## config.mk

```make
export PLATFORM = sky130hd
export DESIGN_NAME = data_mem_arbiter_flat
export DESIGN_NICKNAME = d
export VERILOG_FILES = /design/src/rtl/data_mem_arbiter_pkg.sv /design/src/rtl/data_mem_arbiter_if.sv /design/src/rtl/data_mem_arbiter_rr_arbiter2.sv /design/src/rtl/data_mem_arbiter.sv /design/src/flat_wrapper.sv
export SDC_FILE = /design/constraint.sdc
export NUM_CORES = 1
export LEC_CHECK = 0
export CAP_MARGIN = 20
export CELL_PAD_IN_SITES_DETAIL_PLACEMENT = 0
export CELL_PAD_IN_SITES_GLOBAL_PLACEMENT = 2
export CORE_MARGIN = 5
export CORE_UTILIZATION = 10
export DETAILED_ROUTE_END_ITERATION = 10
export PLACE_DENSITY_LB_ADDON = 0.3
export SYNTH_ARGS = -nofsm -noshare
export SYNTH_HDL_FRONTEND = slang
export SYNTH_HIERARCHICAL = 1
export SYNTH_SLANG_ARGS = --single-unit
```

## constraint.sdc

```tcl
create_clock -name clka -period 1.5 [get_ports clka]
set_input_delay 0.15 -clock clka [delete_from_list [all_inputs] [get_ports clka]]
set_output_delay 0.15 -clock clka [all_outputs]
set_load 0.005 [all_outputs]
```

## src/rtl/data_mem_arbiter_pkg.sv

```systemverilog
// Shared widths, port indexing and helpers for the two-port data memory arbiter.
// Port 0 is the CPU load/store path, port 1 the loader/DMA path.
package data_mem_arb_pkg;

  localparam int ADDR_W    = 32;
  localparam int DATA_W    = 32;
  localparam int BE_W      = DATA_W / 8;
  localparam int NUM_PORTS = 2;

  typedef enum logic {
    PORT0 = 1'b0,
    PORT1 = 1'b1
  } port_t;

  function automatic port_t gnt_to_port(input logic [NUM_PORTS-1:0] gnt);
    return gnt[1] ? PORT1 : PORT0;
  endfunction

endpackage

```

## src/rtl/data_mem_arbiter_if.sv

```systemverilog
// Requester and memory-side signals of the data memory arbiter.
// The slave view belongs to the arbiter; master is the surrounding environment.
interface data_mem_arbiter_if;
  import data_mem_arb_pkg::*;

  logic              p0_req;
  logic              p1_req;
  logic [BE_W-1:0]   p0_we;
  logic [BE_W-1:0]   p1_we;
  logic [ADDR_W-1:0] p0_addr;
  logic [ADDR_W-1:0] p1_addr;
  logic [DATA_W-1:0] p0_wdata;
  logic [DATA_W-1:0] p1_wdata;
  logic              p0_gnt;
  logic              p1_gnt;
  logic              p0_rvalid;
  logic              p1_rvalid;
  logic [DATA_W-1:0] p0_rdata;
  logic [DATA_W-1:0] p1_rdata;

  logic              ena;
  logic [BE_W-1:0]   wea;
  logic [ADDR_W-1:0] addra;
  logic [DATA_W-1:0] dina;
  logic [DATA_W-1:0] douta;

  modport master (
    output p0_req, p1_req, p0_we, p1_we, p0_addr, p1_addr, p0_wdata, p1_wdata,
    output douta,
    input  p0_gnt, p1_gnt, p0_rvalid, p1_rvalid, p0_rdata, p1_rdata,
    input  ena, wea, addra, dina
  );

  modport slave (
    input  p0_req, p1_req, p0_we, p1_we, p0_addr, p1_addr, p0_wdata, p1_wdata,
    input  douta,
    output p0_gnt, p1_gnt, p0_rvalid, p1_rvalid, p0_rdata, p1_rdata,
    output ena, wea, addra, dina
  );

endinterface

```

## src/rtl/data_mem_arbiter_rr_arbiter2.sv

```systemverilog
// Two-requester round-robin grant: a lone requester wins immediately,
// a tie goes to the port that did not win last time.
module rr_arbiter2
  import data_mem_arb_pkg::*;
(
  input  logic [NUM_PORTS-1:0] req,
  input  port_t                last_grant,
  output logic [NUM_PORTS-1:0] gnt
);

  always_comb begin
    gnt = '0;
    case (req)
      2'b01:   gnt = 2'b01;
      2'b10:   gnt = 2'b10;
      2'b11:   gnt = (last_grant == PORT0) ? 2'b10 : 2'b01;
      default: gnt = '0;
    endcase
  end

endmodule

```

## src/rtl/data_mem_arbiter.sv

```systemverilog
// Shares one single-port data memory between the CPU (p0) and the loader (p1).
// Grants are combinational; read data returns one cycle after the grant.
module data_mem_arbiter
  import data_mem_arb_pkg::*;
(
  input  logic                clka,
  input  logic                rst,
  data_mem_arbiter_if.slave   bus
);

  logic [NUM_PORTS-1:0] req;
  logic [NUM_PORTS-1:0] gnt;
  port_t                gnt_port;
  port_t                last_grant;
  port_t                rd_port;
  logic                 rd_pending;
  logic                 rd_valid;

  // Reset masks requests so nothing is granted or issued while rst is high.
  assign req = {bus.p1_req, bus.p0_req} & {NUM_PORTS{~rst}};

  rr_arbiter2 u_rr_arbiter2 (
    .req        (req),
    .last_grant (last_grant),
    .gnt        (gnt)
  );

  assign gnt_port   = gnt_to_port(gnt);
  assign bus.p0_gnt = gnt[0];
  assign bus.p1_gnt = gnt[1];

  always_comb begin
    bus.ena   = 1'b0;
    bus.wea   = '0;
    bus.addra = '0;
    bus.dina  = '0;
    if (gnt[0]) begin
      bus.ena   = 1'b1;
      bus.wea   = bus.p0_we;
      bus.addra = bus.p0_addr;
      bus.dina  = bus.p0_wdata;
    end else if (gnt[1]) begin
      bus.ena   = 1'b1;
      bus.wea   = bus.p1_we;
      bus.addra = bus.p1_addr;
      bus.dina  = bus.p1_wdata;
    end
  end

  // last_grant resets to PORT1 so the first tie after reset goes to the CPU.
  always_ff @(posedge clka) begin
    if (rst) begin
      last_grant <= PORT1;
      rd_pending <= 1'b0;
      rd_port    <= PORT0;
    end else begin
      rd_pending <= (|gnt) && (bus.wea == '0);
      if (|gnt) begin
        last_grant <= gnt_port;
        rd_port    <= gnt_port;
      end
    end
  end

  assign rd_valid = rd_pending & ~rst;

  assign bus.p0_rvalid = rd_valid && (rd_port == PORT0);
  assign bus.p1_rvalid = rd_valid && (rd_port == PORT1);
  assign bus.p0_rdata  = bus.p0_rvalid ? bus.douta : '0;
  assign bus.p1_rdata  = bus.p1_rvalid ? bus.douta : '0;

endmodule

```

## src/flat_wrapper.sv

```systemverilog
// flat-port wrapper written by rule: the top's interface ports become plain ports
module data_mem_arbiter_flat import data_mem_arb_pkg::*;
  (clka, rst, bus_p0_req, bus_p1_req, bus_p0_we, bus_p1_we, bus_p0_addr, bus_p1_addr, bus_p0_wdata, bus_p1_wdata, bus_douta, bus_p0_gnt, bus_p1_gnt, bus_p0_rvalid, bus_p1_rvalid, bus_p0_rdata, bus_p1_rdata, bus_ena, bus_wea, bus_addra, bus_dina);
  data_mem_arbiter_if bus_i ();
  input  logic clka;
  input  logic rst;
  input wire logic [$bits(bus_i.p0_req)-1:0] bus_p0_req;
  input wire logic [$bits(bus_i.p1_req)-1:0] bus_p1_req;
  input wire logic [$bits(bus_i.p0_we)-1:0] bus_p0_we;
  input wire logic [$bits(bus_i.p1_we)-1:0] bus_p1_we;
  input wire logic [$bits(bus_i.p0_addr)-1:0] bus_p0_addr;
  input wire logic [$bits(bus_i.p1_addr)-1:0] bus_p1_addr;
  input wire logic [$bits(bus_i.p0_wdata)-1:0] bus_p0_wdata;
  input wire logic [$bits(bus_i.p1_wdata)-1:0] bus_p1_wdata;
  input wire logic [$bits(bus_i.douta)-1:0] bus_douta;
  output wire logic [$bits(bus_i.p0_gnt)-1:0] bus_p0_gnt;
  output wire logic [$bits(bus_i.p1_gnt)-1:0] bus_p1_gnt;
  output wire logic [$bits(bus_i.p0_rvalid)-1:0] bus_p0_rvalid;
  output wire logic [$bits(bus_i.p1_rvalid)-1:0] bus_p1_rvalid;
  output wire logic [$bits(bus_i.p0_rdata)-1:0] bus_p0_rdata;
  output wire logic [$bits(bus_i.p1_rdata)-1:0] bus_p1_rdata;
  output wire logic [$bits(bus_i.ena)-1:0] bus_ena;
  output wire logic [$bits(bus_i.wea)-1:0] bus_wea;
  output wire logic [$bits(bus_i.addra)-1:0] bus_addra;
  output wire logic [$bits(bus_i.dina)-1:0] bus_dina;
  assign bus_i.p0_req = bus_p0_req;
  assign bus_i.p1_req = bus_p1_req;
  assign bus_i.p0_we = bus_p0_we;
  assign bus_i.p1_we = bus_p1_we;
  assign bus_i.p0_addr = bus_p0_addr;
  assign bus_i.p1_addr = bus_p1_addr;
  assign bus_i.p0_wdata = bus_p0_wdata;
  assign bus_i.p1_wdata = bus_p1_wdata;
  assign bus_i.douta = bus_douta;
  assign bus_p0_gnt = bus_i.p0_gnt;
  assign bus_p1_gnt = bus_i.p1_gnt;
  assign bus_p0_rvalid = bus_i.p0_rvalid;
  assign bus_p1_rvalid = bus_i.p1_rvalid;
  assign bus_p0_rdata = bus_i.p0_rdata;
  assign bus_p1_rdata = bus_i.p1_rdata;
  assign bus_ena = bus_i.ena;
  assign bus_wea = bus_i.wea;
  assign bus_addra = bus_i.addra;
  assign bus_dina = bus_i.dina;
  data_mem_arbiter u_core (.clka(clka), .rst(rst), .bus(bus_i));
endmodule
```

# == Yosys cells after proc, flatten, opt, wreduce, memory -nomap -nowiden ==
# Cells that the tools add are included.
# Widths: inputs -> output; s select.
# totals
register_bits,3
latch_bits,0
mem_bits_rw,0
mem_bits_ro,0
inputBits,172
out_inout_bits,137
elab_cells,27
n_memories,0
# classes
add_sub_neg,0
mul,0
div_mod_pow,0
order_cmp,0
n_eq_ne,3
n_shift,0
mux,12
n_bitwise,4
n_reduce_logical,5
# ops
operator,count
$mux 32,6
$mux 4,2
$pmux 2 s3,1
$eq 2x2->1 const B,2
$logic_not 4->1,1
$logic_and 1x1->1,3
$and 2x2->2,1
$eq 2x1->1 const B,1
$mux 1,2
$mux 2,1
$not 1->1,2
$reduce_or 2->1,1
$and 1x1->1,1

# == Depth between registers and ports, before layout ==
# logic_depth
ltp_word,8
ltp_mapped,6
mapped_depth_nobuf,5

# == Cells and area by module ==
# Netlist, hierarchy kept.
# modules_own_cells
module,instances,cells_each,area_each_um2,seq_area_each_um2
data_mem_arbiter,1,177,1321.3,60.1
rr_arbiter2,1,3,18.8,0.0

# == Worst setup path before layout ==
# OpenSTA, ideal clock, no wires.
# synth_path
kind,input-to-output
from,in bus_p1_req
to,out bus_addra[0]
t_arrival_ns,1.451
required_time_ns,1.350
slack_ns,-0.101
stages,6
path_buffers,2
path_cell_list,nor2b_1 > a21boi_0 > and2b_1 > buf_6 > buf_6 > a22o_1
# synth_between
elab_chain_cells,5
word_cells_on_any_way,7
cone_classes,eq/ne (3); mux (3); bitwise (1)
# synth_lines
item,line_no,rtl
"start, declared",flat_wrapper.sv:8,input wire logic [$bits(bus_i.p1_req)-1:0] bus_p1_req;
$and 2x2->2 *,data_mem_arbiter.sv:20,"assign req = {bus.p1_req, bus.p0_req} & {NUM_PORTS{~rst}};"
$eq 2x2->1 / $eq 2x1->1 (equally long branches),data_mem_arbiter_rr_arbiter2.sv:13,case (req)
$pmux 2 s3 *,data_mem_arbiter_rr_arbiter2.sv:13,
via bus_p1_gnt,flat_wrapper.sv:17,output wire logic [$bits(bus_i.p1_gnt)-1:0] bus_p1_gnt;
$mux 32 *,data_mem_arbiter.sv:42,end else if (gnt[1]) begin
$mux 32 *,data_mem_arbiter.sv:37,if (gnt[0]) begin
"end, declared",flat_wrapper.sv:24,output wire logic [$bits(bus_i.addra)-1:0] bus_addra;
# Mark *: on every way through the listed nets, which the timed path passes. The rest lies on a longest branch.

# == Worst setup path after layout ==
# layout_path
from,reg u_core.last_grant
to,out bus_dina[1]
# layout_between
elab_chain_cells,4
# layout_lines
item,line_no,rtl
"start, declared",data_mem_arbiter.sv:14,port_t last_grant;
"start signal, assigned",data_mem_arbiter.sv:59,last_grant <= gnt_port;
$mux 2 *,data_mem_arbiter_rr_arbiter2.sv:16,2'b11: gnt = (last_grant == PORT0) ? 2'b10 : 2'b01;
$pmux 2 s3 *,data_mem_arbiter_rr_arbiter2.sv:13,
$mux 32,data_mem_arbiter.sv:42,
$mux 32 *,data_mem_arbiter.sv:37,
"end, declared",flat_wrapper.sv:25,output wire logic [$bits(bus_i.dina)-1:0] bus_dina;
# Mark *: on every way between the ends. The rest lies on a longest branch, timed or not.

==> out/results.md <==
| Parameter | Value |
| --- | --- |
| Max Transition Viols Final | 0 |
| Yosys warning total | 6 |
| Half-perimeter wire length after detailed placement | 9520 um |
| Transition at the pin with the smallest max-transition slack | 0.284 ns |
| Net count, final | 704 |
| Die boundary height | 126 um |
| Nature of the critical path startpoint | register |
| Area delta synth->final | 278% |
| First-pass DRT Iterations | 4 |
| Hold worst-path end | u_core/rd_port |
| Starting density of the core | 0.102 |
| Clock slew at the register clock pins of the worst setup and hold paths | 0.03 ns |
| Max cap viols | 0 |
| Clk sinks | 3 |
| Combined area of all synthesized cells | 1340 um2 |
| Post-Synthesis Net Count | 352 |
| Post-synthesis instance total | 180 |
| Top cell types by occurrence after synthesis | sky130_fd_sc_hd__a22o_1 (66), sky130_fd_sc_hd__and2_1 (64), sky130_fd_sc_hd__buf_6 (8), sky130_fd_sc_hd__buf_2 (7) |
| Number of buffers added by the clock tree synthesis step | 3 |
| Overall die area | 15800 um2 |
| Internal reg-to-reg setup slack | 0.13 ns |
| Number of I/O port buffers | 308 |
| HP Class | in -> reg |
| Antenna cell count | 0 |
| Post-layout instance count excluding filler cells | 707 |
| I/O pin count | 309 |
| Endpoint arrival time on the critical path | 1.65 ns |
| Clock latency of the later-clocked register in the worst-skew pair | 0.22 ns |
| Pin count of the biggest net entering global routing | 28 |
| Upper clock frequency limit | 0.554 GHz |
| Residual antenna-violating net count after detailed routing | 0 |
| Top cell family by delay on the critical path | buffers and inverters |
| Number of DRC markers after the initial detailed-route iteration | 42 |
| Critical path's slowest cell | sky130_fd_sc_hd__dfxtp_2 |
| Worst clock skew on the final layout | 0.00160 ns |
| Longest individual stage delay on the worst path | 0.35 ns |
| Post-layout minimum cycle time | 1.80 ns |
| Data required, critical path | 1.35 ns |
| RSZ-0062 raised after global routing | yes |
| RR Endpoint | u_core/rd_pending |
| Count of vias placed by the detailed router | 2900 |
| Syn avg cell area | 7.44 um2 |
| Critical Path Start | u_core/last_grant |
| Number of cells on the worst hold path | 3 |
| Startpoint of the most critical register-to-register path | u_core/last_grant |
| Failing checks | setup timing |
| Placeable core region | 13200 um2 |
| Count of unresolved DRC violations after routing | 0 |
| Leading area contributor after synthesis | sky130_fd_sc_hd__a22o_1 |
| Category of the most critical setup path | reg -> out |
| Cell count of the worst reg-to-reg path | 7 |
| Ranking of synthesized cells by area | sky130_fd_sc_hd__a22o_1 (43%), sky130_fd_sc_hd__and2_1 (30%), sky130_fd_sc_hd__buf_6 (6.7%), sky130_fd_sc_hd__dfxtp_1 (4.5%), sky130_fd_sc_hd__buf_2 (2.6%) |
| Crit path capture type | primary output |
| Largest driver fanout on the critical path | 7 |
| P_leak | 2.45 nW |
| WL/cell | 18.2 um |
| Library cell used as clock root buffer | sky130_fd_sc_hd__clkbuf_16 |
| TritonCTS clock tree | yes |
| Number of levels in the clock H-tree | 1 |
| Synth Flop Type | sky130_fd_sc_hd__dfxtp_1 |
| Hold path startpoint | rst |
| Instance count after placement with tap cells included | 658 |
| Tightest slew margin relative to the limit | 0.811 |
| Critical Path, Cell by Cell | inv_2, a21boi_4, and2b_4, buf_6, buf_12, buf_6, a22o_1, buf_2 |
| IR drop worst, VDD | 0.271 mV |
| Detailed-route vias per instance | 4.10 |
| Post-synth ARST share | 0 |
| Count of endpoints failing setup in the final report | 98 |
| Buffer and inverter count on the worst path | 5 |
| Hold buffer count at cts | 0 |
| Global-route wire length before repair | 18200 um |
| Fraction of synthesized cell area taken by the top area cell type | 0.431 |
| Horizontal die dimension | 126 um |
| Via count of the first global-routing pass | 3115 |
| Residual overflow from global routing | 0 |
| Cell with the most instances after synthesis | sky130_fd_sc_hd__a22o_1 |
| Total routing resource utilization after global routing | 0.146 |
| Routability cong. | 0.780 |
| Maximum buffer depth of the clock tree | 2 |
| Antenna violations before repair | 0 |
| Worst path most repeated cell | sky130_fd_sc_hd__buf_6 |
| Status | complete, but fails checks |
| PD cells | 317 nW/um2 |
| FF+latch count, synth | 3 |
| Number of enable-type register cells in the synthesized netlist | 0 |
| Endpoints failing hold | 0 |
| Count of unique library cells instantiated by Yosys | 24 |
| FP Rows | 42 |
| Fraction of the yosys area taken by sequential cells | 0.0448 |
| Share of the cycle needed by the critical path after routing | 1.20 |
| Total wirelength of the detailed-routed design | 12900 um |
| Worst path setup slack after routing | -0.305 ns |
| Share of cells above drive strength 1 | 0.443 |
| Post-Route Utilization | 0.384 |
-- how the worst max path moves through the flow --
stage                              end  slack, ns  cells after the start
after floorplan           bus_addra[0]       0.06                      6
after global placement     bus_dina[1]      -0.79                      7
after detailed placement   bus_dina[1]      -0.81                      7
after CTS                  bus_dina[1]      -0.33                      8
after global routing       bus_dina[1]      -0.38                      8
final                      bus_dina[1]      -0.30                      8
-- through the flow --
stage               TNS [ns]  setup WS (ns)  cell area, um2  power (mW)  hold WS, ns
CTS                   -20.34         -0.328            4930        1.61        0.301
finish                -14.75         -0.305            5060        1.60        0.310
global route          -21.20         -0.376            5060        1.69        0.324
global placement      -84.78         -0.790            4690        1.14        0.484
floorplan                  0         0.0552            1340       0.322        0.222
detailed placement    -86.49         -0.811            4690        1.14        0.502
-- repair_timing --
item	CTS	global route
resized for setup	479	144
pin swaps	14	27
endpoints found under the hold margin	0	0
setup endpoints to repair	139	129
setup buffers	23	20
cloned	11	1
-- worst min-delay path, delay by kind of cell --
family | cells | cell delay, ns
buffers and inverters | 2 | 0.29
AND/OR/NAND/NOR | 1 | 0.05
-- cell usage in the layout, fill, tap and decap left out, drive strengths merged, types with 3 or more instances in the layout --
master	Yosys	routed
and2	64	64
dlygate4sd2	0	3
clkdlybuf4s50	0	168
dfxtp	3	3
buf	16	161
a22o	66	66
clkdlybuf4s15	0	3
nand2	4	4
nor2	5	5
clkbuf	5	34
-- kinds of logic after synthesis --
logic type,count (synthesis),share of synthesized area
flops,3,0.0448
buf+inv,23,0.119
simple gates,81,0.371
compound gates,73,0.466
-- area by class of cell --
cell class                      instances  area [um2]
Multi-Input combinational cell        154        1250
Timing Repair Buffer                  368        3440
Sequential cell                         3        63.8
Clock buffer                            4        78.8
Fill cell                            1359        8130
Inverter                                2        7.51
Tap cell                              176         220
-- per-layer routing --
layer / track usage / vias to the layer above / wire [um]
met5: 0 / - / 0
met4: 0.0240 / 0 / 106
met3: 0.0461 / 6 / 1210
met2: 0.297 / 196 / 7070
met1: 0.144 / 1323 / 4520
li1: - / 1375 / -
-- power by group --
part	internal (mW)	switching (mW)	total, mW	leakage (nW)
clock network	0.351	0.0737	0.425	0.0382
logic	0.752	0.337	1.09	2.39
registers	0.0853	0.00433	0.0896	0.0251
-- state kept, by name, indices dropped and copies added (netlist names) --
| signal | flops |
|---|---|
| u_core/last_grant | 1 |
| u_core/rd_pending | 1 |
| u_core/rd_port | 1 |
Note: power is estimated with default switching activity, not from simulation.
